### src/rtl/seq_multiplier_param.sv
// Purpose  : shift-and-add sequential multiplier, WIDTH x WIDTH -> 2*WIDTH, runtime signed/unsigned.
// Latency  : start accepted at edge t0 -> done pulse after edge t0+WIDTH+1 (early-exit build: fewer).
// Backpres.: none; start is only sampled in IDLE, requests while busy are dropped.
//
// Optional feature macro: SEQ_MULT_EARLY_EXIT_EN
//   defined   -> CALC leaves as soon as the remaining multiplier bits are all zero
//   undefined -> always WIDTH iterations
//
// Ports:
//   clk          rising-edge clock
//   reset        asynchronous, active-high; aborts any operation in flight
//   start        operation request, sampled only in IDLE
//   signed_mode  1 = two's-complement operands, 0 = unsigned (sampled with start)
//   a, b         multiplicand / multiplier (sampled with start)
//   busy         high while an operation is in progress
//   done         one-cycle pulse, product valid
//   product      2*WIDTH-bit result, held until the next done
module seq_multiplier_param #(
   parameter int WIDTH = 8,
   parameter int CNT_W = (WIDTH > 1) ? $clog2(WIDTH) : 1
) (
   input  logic                 clk,
   input  logic                 reset,
   input  logic                 start,
   input  logic                 signed_mode,
   input  logic [WIDTH-1:0]     a,
   input  logic [WIDTH-1:0]     b,
   output logic                 busy,
   output logic                 done,
   output logic [2*WIDTH-1:0]   product
);

   localparam int PW = 2 * WIDTH;

   typedef enum logic [1:0] {
      IDLE = 2'd0,
      CALC = 2'd1,
      FIN  = 2'd2
   } state_t;

   state_t            state_q;
   state_t            state_d;

   logic [WIDTH-1:0]  mcand_q;
   logic [WIDTH-1:0]  mplr_q;
   logic [PW-1:0]     acc_q;
   logic [CNT_W-1:0]  cnt_q;
   logic              neg_q;
   logic [PW-1:0]     product_q;
   logic              done_q;

   logic [WIDTH-1:0]  a_mag;
   logic [WIDTH-1:0]  b_mag;
   logic [WIDTH-1:0]  mplr_shift;
   logic [PW-1:0]     addend;
   logic [PW-1:0]     acc_next;
   logic              last_iter;

   // Magnitudes are taken only for negative signed operands. The most negative
   // value maps onto 2^(WIDTH-1), which still fits as an unsigned WIDTH-bit number.
   assign a_mag = (signed_mode && a[WIDTH-1]) ? (~a + WIDTH'(1)) : a;
   assign b_mag = (signed_mode && b[WIDTH-1]) ? (~b + WIDTH'(1)) : b;

   // Partial product for the current multiplier bit; the sum stays within
   // 2*WIDTH bits because both magnitudes are at most 2^(WIDTH-1)..2^WIDTH-1.
   assign addend     = {{WIDTH{1'b0}}, mcand_q} << cnt_q;
   assign acc_next   = mplr_q[0] ? (acc_q + addend) : acc_q;
   assign mplr_shift = mplr_q >> 1;

`ifdef SEQ_MULT_EARLY_EXIT_EN
   // Remaining multiplier bits all zero: further iterations add nothing.
   assign last_iter = (cnt_q == CNT_W'(WIDTH - 1)) || (mplr_shift == '0);
`else
   assign last_iter = (cnt_q == CNT_W'(WIDTH - 1));
`endif

   // state register
   always_ff @(posedge clk or posedge reset) begin
      if (reset) begin
         state_q <= IDLE;
      end else begin
         state_q <= state_d;
      end
   end

   // next state and status outputs
   always_comb begin
      state_d = state_q;
      busy    = 1'b0;
      case (state_q)
         IDLE: begin
            if (start) begin
               state_d = CALC;
            end
         end
         CALC: begin
            busy = 1'b1;
            if (last_iter) begin
               state_d = FIN;
            end
         end
         FIN: begin
            busy    = 1'b1;
            state_d = IDLE;
         end
         default: begin
            state_d = IDLE;
         end
      endcase
   end

   // datapath
   always_ff @(posedge clk or posedge reset) begin
      if (reset) begin
         mcand_q   <= '0;
         mplr_q    <= '0;
         acc_q     <= '0;
         cnt_q     <= '0;
         neg_q     <= 1'b0;
         product_q <= '0;
         done_q    <= 1'b0;
      end else begin
         done_q <= (state_q == FIN);
         case (state_q)
            IDLE: begin
               if (start) begin
                  mcand_q <= a_mag;
                  mplr_q  <= b_mag;
                  neg_q   <= signed_mode & (a[WIDTH-1] ^ b[WIDTH-1]);
                  acc_q   <= '0;
                  cnt_q   <= '0;
               end
            end
            CALC: begin
               acc_q  <= acc_next;
               mplr_q <= mplr_shift;
               cnt_q  <= cnt_q + CNT_W'(1);
            end
            FIN: begin
               // negating zero yields zero, so a zero operand needs no special case
               product_q <= neg_q ? (~acc_q + PW'(1)) : acc_q;
            end
            default: begin
            end
         endcase
      end
   end

   assign done    = done_q;
   assign product = product_q;

endmodule
### config.mk
export PLATFORM = sky130hd
export DESIGN_NAME = seq_multiplier_param
export DESIGN_NICKNAME = d
export VERILOG_FILES = /design/src/rtl/seq_multiplier_param.sv
export SDC_FILE = /design/constraint.sdc
export NUM_CORES = 1
export LEC_CHECK = 0
export ABC_AREA = 1
export BUFFER_PORTS_ARGS = -buffer_cell sky130_fd_sc_hd__buf_2
export CAP_MARGIN = 0
export CORE_MARGIN = 1
export CORE_UTILIZATION = 55
export DETAILED_ROUTE_END_ITERATION = 16
export PLACE_DENSITY = 0.83
export SYNTH_ARGS = -nofsm -noshare
export SYNTH_HDL_FRONTEND = slang
export SYNTH_SLANG_ARGS = --single-unit
### constraint.sdc
create_clock -name clk -period 6.1 [get_ports clk]
set_input_delay 0.305 -clock clk [delete_from_list [all_inputs] [get_ports clk]]
set_output_delay 0.305 -clock clk [all_outputs]
set_load 0.05 [all_outputs]
==> flow_metrics.py <==
metrics = {
    "cts": {
        "holdBufCountCts": 0,
        "clock-sinks": 55,
        "clk_latency_ns": 0.32,
        "clk_pin_slew_worst_paths_ns": 0.10,
        "cts_buffers": 5,
        "post-cts-setup-buffers": 0,
        "cts-root-buf": "clkbuf_8",
        "clk_path_buf_depth": 2,
        "htree_levels": 2,
        "post_cts_resize_count": 0,
        "cts_tree": "built",
    },
    "floorplanning": {
        "die_h_um": 87.0,
        "die_area_sq_um": 7570,
        "io-pin-count": 38,
        "fp.dieW_um": 87.0,
        "rows": 30,
        "start_util_pct": 57.6,
        "core-area_sq_um": 6910,
    },
    "route": {
        "firstDrtPassIters": 7,
        "avgViaCountPerCell": 5.32,
        "avgRoutedWirePerCell_um": 12.8,
        "drt_first_iter_violations": 242,
        "vias": 3795,
        "drc": 0,
        "antenna_left": 0,
        "wirelength_mm": 9.14,
    },
    "timing": {
        "setup_violations": 0,
        "rsz0062_at_grt": "no",
        "post-route-period-util_pct": 44.1,
        "worst_slew_pin_slew_ns": 0.695,
        "clock_skew_ns": 0.00943,
        "maxSlewHeadroom_pct": 53.7,
        "hold_violations": 0,
        "post-route-min-period_ns": 2.69,
        "fmaxAchievable_ghz": 0.371,
        "drv_slew": 0,
        "tns_ns": 0,
    },
    "finish": {
        "synthToLayoutAreaGrowth_pct": 8.94,
        "finalInstanceArea_sq_um": 4330,
        "n_antenna_cell": 0,
        "finalNetCount": 661,
        "fillers": 647,
        "fin_cells": 713,
        "drive_gt1_share_pct": 8.91,
    },
    "power": {
        "power_per_cell_area_nw_per_um2": 529,
        "ir_drop_mv": 0.228,
        "leakage_uw": 0.00240,
    },
    "setup_path": {
        "cp_common_cell": "nand2_1",
        "worstPathCellList": "inv_1, nand2_1, o21ai_0, o21ai_0, nor2_1, ha_1, or2_2, nand3_1, nand2_1, nand2_1, nand2_1, a21oi_1, nor2_1",
        "startpoint_type": "flip-flop",
        "required_ns": 6.32,
        "cp-end-kind": "flip-flop",
        "path_max_fanout": 13,
        "critPathArrivalTime_ns": 2.91,
        "crit_slowest_cell": "dfrtp_1",
        "worstSetupPathType": "reg2reg",
        "cpPeakStageDelay_ns": 0.57,
    },
    "global_route": {
        "antenna_found_initial": 0,
        "grt_overflow_total": 0,
        "grt_max_degree": 56,
        "grt.total_usage_pct": 25.9,
        "grt_pass1_vias": 3465,
        "grt_pass1_wl_mm": 15.2,
    },
    "outcome": {
        "status": "complete, no violations",
    },
    "placement": {
        "placed_area_sq_um": 4230,
        "dp.cells": 706,
        "gp_congestion": 0.930,
        "port_buffers": 37,
        "dp_hpwl_mm": 7.14,
    },
    "yosys": {
        "synth_fp_nets": 628,
        "synth-xor-area-share_pct": 3.74,
        "yosysSeqAreaShare_pct": 34.6,
        "ys_seq_elements": 55,
        "synth-simple-area-share_pct": 29.7,
        "yosysUniqueCellTypes": 31,
        "synth_top_family_by_area": "simple AND/OR/NAND/NOR gates",
        "postSynthAreaPerCell_sq_um": 6.81,
        "yosys_warnings": 0,
        "syn_area_sq_um": 3980,
        "synthCells": 584,
        "synth_compound_area_share_pct": 14.2,
        "muxShareOfSynthArea_pct": 0.755,
        "yosys.area_share.adder_pct": 7.74,
    },
    "run": {
        "drv_cap": 0,
    },
    "min_path": {
        "holdCritPathClass": "in2async",
    },
}
worst max-delay path, delay by kind of cell, from the launching register on:
kind                       cells  cell delay (ns)
adders and majority gates      1             0.35
and+or+nand+nor                8             0.97
DFF                            1             0.57
buffers and inverters          1             0.19
AOI/OAI and AO/OA              3             0.49
cells in the final DEF, fill, tap and decap left out, types with 2 or more instances in the layout:
| cell | Yosys | routed |
|---|---|---|
| o21ai_1 | 7 | 7 |
| nand3_1 | 38 | 38 |
| ha_1 | 23 | 23 |
| nor3_1 | 4 | 4 |
| nand4_1 | 4 | 4 |
| o21ai_0 | 63 | 63 |
| buf_2 | 3 | 37 |
| nand2_1 | 187 | 187 |
| a31oi_1 | 2 | 2 |
| clkbuf_8 | 0 | 5 |
| o22ai_1 | 6 | 6 |
| nand3b_1 | 4 | 4 |
| nor2_1 | 42 | 42 |
| dfrtp_1 | 55 | 55 |
| mux2i_1 | 3 | 3 |
| o211ai_1 | 3 | 3 |
| inv_2 | 3 | 4 |
| inv_1 | 77 | 76 |
| xor2_1 | 17 | 17 |
| a21oi_1 | 22 | 22 |
| and2_1 | 3 | 3 |
logic make-up (layout without fill, tap and decap cells):
| family | Yosys count | count (layout) |
|---|---|---|
| simple gates | 286 | 286 |
| buf+inv | 93 | 126 |
| mux | 3 | 3 |
| xor+xnor | 17 | 17 |
| compound gates | 106 | 106 |
| fa+ha+maj | 24 | 24 |
| flops | 55 | 55 |
path summary, 6_finish.rpt:
| path | endpoint | from | cells after the start | slack [ns] |
|---|---|---|---|---|
| max in group asynchronous | cnt_q[1]$_DFFE_PP0P_ | reset | 3 | 5.48 |
| worst min register to register | product[14]$_DFFE_PP0P_ | product[14]$_DFFE_PP0P_ | 2 | 0.48 |
| worst min-delay path | product[12]$_DFFE_PP0P_ | reset | 3 | 0.17 |
| min in group clk | mcand_q[7]$_DFFE_PP0P_ | a[7] | 3 | 0.28 |
| worst max register to register | acc_q[15]$_DFFE_PP0P_ | cnt_q[0]$_DFFE_PP0P_ | 13 | 3.41 |
| worst max-delay path | acc_q[15]$_DFFE_PP0P_ | cnt_q[0]$_DFFE_PP0P_ | 13 | 3.41 |
synthesized netlist by cell type:
library cell | count | share of area (%)
nand2_1 | 187 | 18
inv_1 | 77 | 7.3
o21ai_0 | 63 | 7.9
dfrtp_1 | 55 | 35
nor2_1 | 42 | 4.0
nand3_1 | 38 | 4.8
ha_1 | 23 | 7.2
a21oi_1 | 22 | 2.8
xor2_1 | 17 | 3.7
clkbuf_1 | 7 | 0.66
o21ai_1 | 7 | 0.88
o22ai_1 | 6 | 0.94
nand3b_1 | 4 | 0.76
nand4_1 | 4 | 0.63
nor3_1 | 4 | 0.50
and2_1 | 3 | 0.47
buf_2 | 3 | 0.38
inv_2 | 3 | 0.28
mux2i_1 | 3 | 0.76
o211ai_1 | 3 | 0.57
a31oi_1 | 2 | 0.31
buf_6 | 2 | 0.57
clkinv_1 | 1 | 0.094
fa_1 | 1 | 0.50
nor2_4 | 1 | 0.28
nor3_2 | 1 | 0.25
o21ai_2 | 1 | 0.22
o21ai_4 | 1 | 0.41
o31ai_1 | 1 | 0.19
or2_2 | 1 | 0.16
or2_4 | 1 | 0.22
final cells by class:
class,count,area (sq um),area share (%)
flip-flops and latches,55,1380,31.8
well taps,96,120,2.77
repair buffers,38,193,4.45
clock buffers,5,68.8,1.59
clock inverters,2,37.5,0.867
multi-input cells,436,2230,51.5
inverters,81,304,7.02
report_power, final:
| group | switching (uW) | internal, uW |
|---|---|---|
| Combinational | 968 | 427 |
| Sequential | 140 | 510 |
| Clock | 125 | 120 |
| Total | 1230 | 1060 |
layer usage:
metal / vias to the layer above / part of all wire (%) / track usage [%]
met1: 1727 / 45 / 31.6
met4: 0 / 3.8 / 10.8
met2: 106 / 47 / 44.4
met5: - / 0 / 0
li1: 1937 / - / -
met3: 25 / 4.5 / 5.31
stage by stage:
stage | setup slack, ns | hold slack, ns | total power, uW | util [%]
floorplan | 4.01 | 0.444 | 1730 | -
global placement | 3.54 | 0.460 | 1990 | 61.2
detailed placement | 3.46 | 0.462 | 2030 | 61.2
CTS | 3.45 | 0.189 | 2280 | 62.7
global route | 3.13 | 0.224 | 2510 | 62.7
finish | 3.41 | 0.168 | 2290 | 62.7
state kept, by name, summed over array words and instances (netlist names):
signal	flops
cnt_q	3
mplr_q	8
acc_q	16
mcand_q	8
product	16
state_q	2
neg_q	1
done	1
No activity file was read; power rests on OpenSTA's default activity.
